File: src/rtl/sfifo_pkt_if.sv
// sfifo_pkt_if: write/read handshake bundle for sfifo_pkt
interface sfifo_pkt_if #(
  parameter int BW = 8,
  parameter int LGFLEN = 4
);
  logic i_wr;
  logic [BW-1:0] i_data;
  logic i_last;
  logic i_abort;
  logic o_full;
  logic [LGFLEN:0] o_fill;
  logic i_rd;
  logic [BW-1:0] o_data;
  logic o_last;
  logic o_empty;
  logic [LGFLEN:0] o_avail;
  logic [LGFLEN:0] o_pkts;
  logic o_overflow;
  logic o_drop;
  logic o_afull;
  logic o_aempty;
  modport master (
    output i_wr, i_data, i_last, i_abort, i_rd,
    input o_full, o_fill, o_data, o_last, o_empty, o_avail, o_pkts,
    input o_overflow, o_drop, o_afull, o_aempty
  );
  modport slave (
    input i_wr, i_data, i_last, i_abort, i_rd,
    output o_full, o_fill, o_data, o_last, o_empty, o_avail, o_pkts,
    output o_overflow, o_drop, o_afull, o_aempty
  );
endinterface

File: src/rtl/sfifo_pkt.sv
// sfifo_pkt: packet FIFO with commit/rollback of partial packets.
// Define SFIFO_PKT_ALMOST_EN to enable the o_afull/o_aempty thresholds.
module sfifo_pkt #(
  parameter int BW = 8,
  parameter int LGFLEN = 4,
  parameter int AFULL_THRESH = 12,
  parameter int AEMPTY_THRESH = 2
) (
  input logic i_clk,
  input logic i_reset,
  sfifo_pkt_if.slave bus
);
  localparam int FLEN = 1 << LGFLEN;
  localparam int AW = LGFLEN + 1;
  if (AFULL_THRESH > FLEN || AEMPTY_THRESH > FLEN) begin : g_bad_thresh
    $error("sfifo_pkt: threshold exceeds depth");
  end
  logic [BW:0] mem [FLEN];
  logic [BW:0] head;
  logic [AW-1:0] wr_q, wr_d, cm_q, cm_d, rd_q, rd_d, pkts_q, pkts_d;
  logic [AW-1:0] fill_d, avail_d;
  logic full_q, full_d, empty_q, empty_d, ovf_q, ovf_d, drop_q, drop_d;
  logic w_wr, w_rd, w_commit, w_pop_last, w_partial, w_ovf_end, w_rollback;
  assign head = mem[rd_q[LGFLEN-1:0]];
  always_comb begin
    w_partial = wr_q != cm_q;
    w_wr = bus.i_wr && !full_q && !ovf_q && !bus.i_abort;
    w_rd = bus.i_rd && !empty_q;
    w_commit = w_wr && bus.i_last;
    w_pop_last = w_rd && head[BW];
    w_ovf_end = ovf_q && bus.i_wr && bus.i_last && !bus.i_abort;
    w_rollback = bus.i_abort || w_ovf_end;
    wr_d = w_rollback ? cm_q : w_wr ? wr_q + AW'(1) : wr_q;
    cm_d = w_commit ? wr_q + AW'(1) : cm_q;
    rd_d = w_rd ? rd_q + AW'(1) : rd_q;
    pkts_d = pkts_q + AW'(w_commit) - AW'(w_pop_last);
    ovf_d = w_rollback ? 1'b0 : (ovf_q || (bus.i_wr && full_q && w_partial));
    drop_d = (bus.i_abort && (w_partial || ovf_q)) || w_ovf_end;
    fill_d = wr_d - rd_d;
    avail_d = cm_d - rd_d;
    full_d = fill_d == AW'(FLEN);
    empty_d = avail_d == '0;
  end
  always_ff @(posedge i_clk) begin
    if (w_wr) mem[wr_q[LGFLEN-1:0]] <= {bus.i_last, bus.i_data};
  end
  always_ff @(posedge i_clk) begin
    if (i_reset) begin
      wr_q <= '0;
      cm_q <= '0;
      rd_q <= '0;
      pkts_q <= '0;
      full_q <= 1'b0;
      empty_q <= 1'b1;
      ovf_q <= 1'b0;
      drop_q <= 1'b0;
    end else begin
      wr_q <= wr_d;
      cm_q <= cm_d;
      rd_q <= rd_d;
      pkts_q <= pkts_d;
      full_q <= full_d;
      empty_q <= empty_d;
      ovf_q <= ovf_d;
      drop_q <= drop_d;
    end
  end
`ifdef SFIFO_PKT_ALMOST_EN
  logic afull_q, afull_d, aempty_q, aempty_d;
  always_comb begin
    afull_d = fill_d >= AW'(AFULL_THRESH);
    aempty_d = avail_d <= AW'(AEMPTY_THRESH);
  end
  always_ff @(posedge i_clk) begin
    if (i_reset) begin
      afull_q <= 1'b0;
      aempty_q <= 1'b1;
    end else begin
      afull_q <= afull_d;
      aempty_q <= aempty_d;
    end
  end
  assign bus.o_afull = afull_q;
  assign bus.o_aempty = aempty_q;
`else
  assign bus.o_afull = 1'b0;
  assign bus.o_aempty = 1'b0;
`endif
  assign bus.o_fill = wr_q - rd_q;
  assign bus.o_avail = cm_q - rd_q;
  assign bus.o_pkts = pkts_q;
  assign bus.o_full = full_q;
  assign bus.o_empty = empty_q;
  assign bus.o_overflow = ovf_q;
  assign bus.o_drop = drop_q;
  assign bus.o_data = head[BW-1:0];
  assign bus.o_last = head[BW];
endmodule

File: src/flat_wrapper.sv
// flat-port wrapper written by rule: the top's interface ports become plain ports
module sfifo_pkt_flat 
#(
  parameter int BW = 8,
  parameter int LGFLEN = 4,
  parameter int AFULL_THRESH = 12,
  parameter int AEMPTY_THRESH = 2
)
  (i_clk, i_reset, bus_i_wr, bus_i_data, bus_i_last, bus_i_abort, bus_i_rd, bus_o_full, bus_o_fill, bus_o_data, bus_o_last, bus_o_empty, bus_o_avail, bus_o_pkts, bus_o_overflow, bus_o_drop, bus_o_afull, bus_o_aempty);
  sfifo_pkt_if #(.BW(BW), .LGFLEN(LGFLEN)) bus_i ();
  input logic i_clk;
  input logic i_reset;
  input wire logic [$bits(bus_i.i_wr)-1:0] bus_i_wr;
  input wire logic [$bits(bus_i.i_data)-1:0] bus_i_data;
  input wire logic [$bits(bus_i.i_last)-1:0] bus_i_last;
  input wire logic [$bits(bus_i.i_abort)-1:0] bus_i_abort;
  input wire logic [$bits(bus_i.i_rd)-1:0] bus_i_rd;
  output wire logic [$bits(bus_i.o_full)-1:0] bus_o_full;
  output wire logic [$bits(bus_i.o_fill)-1:0] bus_o_fill;
  output wire logic [$bits(bus_i.o_data)-1:0] bus_o_data;
  output wire logic [$bits(bus_i.o_last)-1:0] bus_o_last;
  output wire logic [$bits(bus_i.o_empty)-1:0] bus_o_empty;
  output wire logic [$bits(bus_i.o_avail)-1:0] bus_o_avail;
  output wire logic [$bits(bus_i.o_pkts)-1:0] bus_o_pkts;
  output wire logic [$bits(bus_i.o_overflow)-1:0] bus_o_overflow;
  output wire logic [$bits(bus_i.o_drop)-1:0] bus_o_drop;
  output wire logic [$bits(bus_i.o_afull)-1:0] bus_o_afull;
  output wire logic [$bits(bus_i.o_aempty)-1:0] bus_o_aempty;
  assign bus_i.i_wr = bus_i_wr;
  assign bus_i.i_data = bus_i_data;
  assign bus_i.i_last = bus_i_last;
  assign bus_i.i_abort = bus_i_abort;
  assign bus_i.i_rd = bus_i_rd;
  assign bus_o_full = bus_i.o_full;
  assign bus_o_fill = bus_i.o_fill;
  assign bus_o_data = bus_i.o_data;
  assign bus_o_last = bus_i.o_last;
  assign bus_o_empty = bus_i.o_empty;
  assign bus_o_avail = bus_i.o_avail;
  assign bus_o_pkts = bus_i.o_pkts;
  assign bus_o_overflow = bus_i.o_overflow;
  assign bus_o_drop = bus_i.o_drop;
  assign bus_o_afull = bus_i.o_afull;
  assign bus_o_aempty = bus_i.o_aempty;
  sfifo_pkt #(.BW(BW), .LGFLEN(LGFLEN), .AFULL_THRESH(AFULL_THRESH), .AEMPTY_THRESH(AEMPTY_THRESH)) u_core (.i_clk(i_clk), .i_reset(i_reset), .bus(bus_i));
endmodule
File: config.mk
export PLATFORM = sky130hd
export DESIGN_NAME = sfifo_pkt_flat
export DESIGN_NICKNAME = d
export VERILOG_FILES = /design/src/rtl/sfifo_pkt_if.sv /design/src/rtl/sfifo_pkt.sv /design/src/flat_wrapper.sv
export SDC_FILE = /design/constraint.sdc
export NUM_CORES = 1
export LEC_CHECK = 0
export BUFFER_PORTS_ARGS = -buffer_cell sky130_fd_sc_hd__buf_2
export CAP_MARGIN = 20
export CORE_UTILIZATION = 25
export CTS_CLUSTER_SIZE = 14
export DETAILED_ROUTE_END_ITERATION = 12
export MAX_ROUTING_LAYER = met4
export SLEW_MARGIN = 20
export SYNTH_ARGS = -nofsm -noshare
export SYNTH_HDL_FRONTEND = slang
export SYNTH_SLANG_ARGS = --single-unit
File: constraint.sdc
create_clock -name i_clk -period 5.2 [get_ports i_clk]
set_input_delay 0.78 -clock i_clk [delete_from_list [all_inputs] [get_ports i_clk]]
set_output_delay 0.78 -clock i_clk [all_outputs]
set_load 0.03 [all_outputs]
==> flow_summary_export.csv <==
group,metric,value,unit
outcome,status,"finished, final reports clean",
grt,track_usage,0.118,
clocking,insertion_delay,0.42,ns
sta,drv_slew,0,
clocking,htreeDepth,4,
synthesis,syn_area,7420,sq um
synthesis,synth-edff-count,144,
synthesis,synthMostInstantiatedCell,"edfxtp_1",
clocking,cts_made_buffers,17,
critical_path,cp.buffers_inverters,3,
critical_path,critPathMaxFanout,29,
synthesis,synth_cells,488,
place,gp_congestion,0.776,
sta,grt_setup_unrepaired,"no",
layout,nets,580,
grt,grt_max_degree,33,
floorplanning,rows,62,
min_path,worstHoldPathType,"reg2reg",
route,wire_per_inst,17.7,um
critical_path,critPathKind,"reg2out",
synthesis,yosys-top-cells-count,"edfxtp_1, nand2_1, mux4_2",
clocking,cts_tree,"built",
flow_run,cap_violations,0,
synthesis,syn_area_per_cell,15.2,sq um
critical_path,slowest_stage,"dfxtp_1",
sta,worst_slew_margin_rel,0.279,
route,dr.pass1.iters,4,
clocking,ctsHoldBuffers,0,
sta,worst_pin_slew,1.08,ns
synthesis,synth_cell_type_count,36,
grt,use_met3,0.0249,
grt,top_usage_layer,"met2",
layout,areaGrowthSynthToFinish,17.9,%
route,routed_wl,16500,um
floorplanning,die_area,30400,sq um
sta,hold_violations,0,
route,drt_iter0_drc,264,
route,route.vias.total,4096,
critical_path,cpLargestDelayFamily,"buffers and inverters",
layout,multi_input_area,2430,sq um
synthesis,synth_seq_cells,168,
clocking,post_cts_resize_count,0,
sta,final.min_clock_period,3.57,ns
place,dp_slack,1.73,ns
critical_path,critPathMaxStageDelay,0.45,ns
synthesis,yosys.area.top_type,"edfxtp_1",
synthesis,yosys_warnings,0,
clocking,post_cts_buffers,0,
sta,max_freq,0.280,GHz
route,post-route-drc-count,0,
critical_path,startpoint_type,"flop",
synthesis,synthArstFlopShare,0,
grt,grt_pass1_vias,4285,
route,vias_per_cell,4.39,
sta,skew,0.00917,ns
critical_path,endpoint_kind,"primary output",
floorplanning,top_level_ports,44,
critical_path,path_cells,"buf_4, inv_1, ha_1, a21o_1, a21oi_1, xnor2_1, buf_2",
place,io_buffers,41,
synthesis,synth_ff_type,"edfxtp_1",
sta,finalCritPeriodShare,0.687,
grt,antenna_found_initial,0,
grt,use_met2,0.179,
sta,fin_tns_setup,0,ns
sta,setup_slack,1.63,ns
grt,grt_first_pass_wirelength,25700,um
clocking,cts_sinks,168,
sta,setup_viol,0,
synthesis,ys_seq_area_frac,0.648,
pwr,totalPowerFinal,3.60,mW
clocking,path_clk_slew,0.07,ns
layout,drive_gt1_frac,0.223,
critical_path,cp.required,4.42,ns
floorplanning,core_area,28900,sq um
clocking,root_buffer,"clkbuf_16",
floorplanning,initial_core_util,0.256,
layout,regArea,4810,sq um
synthesis,synth.area.top_cells,"edfxtp_1, mux4_2, dfxtp_1, ha_1, xnor2_1",
clocking,clk_path_buf_depth,2,
grt,grt-ovfl-total,0,
place,dpl.hpwl,10800,um
synthesis,synth_top_area_share,0.583,
critical_path,crit_arrival,2.79,ns
grt,use_met1,0.156,
pwr,powerDensity,411,nW/um^2
pwr,leakagePower,3.00,nW
floorplanning,die_h,174,um
layout,diodes,0,
floorplanning,die_w,174,um
pwr,irDropWorstVdd,0.227,mV
route,ant_nets,0,
layout,fillCellCount,2825,
cells in the final DEF, fill, tap and decap left out, drive strengths merged, types with 7 or more instances in the layout:
cell    count
nand2      47
a21oi      15
ha         28
nor2       32
buf        49
edfxtp    144
mux4       36
nor2b      11
xnor2      20
nor3        7
xor2       14
inv        28
and3        9
dfxtp      24
nand2b      7
clkbuf     18
a31oi      12
report_power, final:
part	total, mW	internal [mW]	switching [mW]	leakage, nW
Combinational	0.636	0.262	0.374	1.19
Clock	1.43	0.907	0.528	0.323
Sequential	1.53	1.49	0.0322	1.49
state kept, by name, summed over array words and instances, names as in the netlist:
signal	cells
u_core.bus.o_drop	1
u_core.bus.o_empty	1
u_core.bus.o_full	1
u_core.bus.o_overflow	1
u_core.bus.o_pkts	5
u_core.cm_q	5
u_core.mem	144
u_core.rd_q	5
u_core.wr_q	5
logic make-up after synthesis:
group,count (synthesis),synth area share
flip-flops,168,0.648
multiplexers,37,0.111
AO/OA/AOI/OAI,43,0.0358
buffers and inverters,46,0.0260
other,1,0.000506
adder cells (fa/ha/maj),31,0.0553
AND/OR/NAND/NOR,128,0.0838
XOR/XNOR,34,0.0401
per-layer routing:
| metal | vias up | wire length, um |
|---|---|---|
| li1 | 1908 | - |
| met5 | - | 0 |
| met3 | 11 | 733 |
| met1 | 2083 | 7740 |
| met4 | 0 | 147 |
| met2 | 94 | 7900 |
cell type report:
cell class              instances  share of cell area
multi-input cells             275               0.278
clock buffers                  18              0.0491
clock inverters                14              0.0276
well taps                     384              0.0550
flip-flops and latches        168               0.550
repair buffers                 49              0.0303
inverters                      24              0.0103
worst min-delay path, cell delays in order (launching register included):
cell	delay (ns)
dfxtp_1	0.38
a21oi_1	0.11
nor2_1	0.08
final timing paths:
path	from	to	slack, ns	depth (start not counted)
min reg2reg	u_core.cm_q[0]	u_core.cm_q[0]	0.60	2
max	u_core.rd_q[1]	bus_o_fill[3]	1.63	7
max reg2reg	u_core.rd_q[1]	u_core.bus.o_pkts[4]	1.81	16
min	u_core.cm_q[0]	u_core.cm_q[0]	0.60	2
through the flow:
step                utilization  instances  cell area (sq um)  hold WS, ns
finish                    0.302        932               8740        0.602
global route              0.302        932               8740        0.637
CTS                       0.302        932               8740        0.598
detailed placement        0.279        900               8070        0.581
global placement          0.279        900               8070        0.560
floorplan                     -        489               7420        0.519
(Power assumes the default switching activity.)
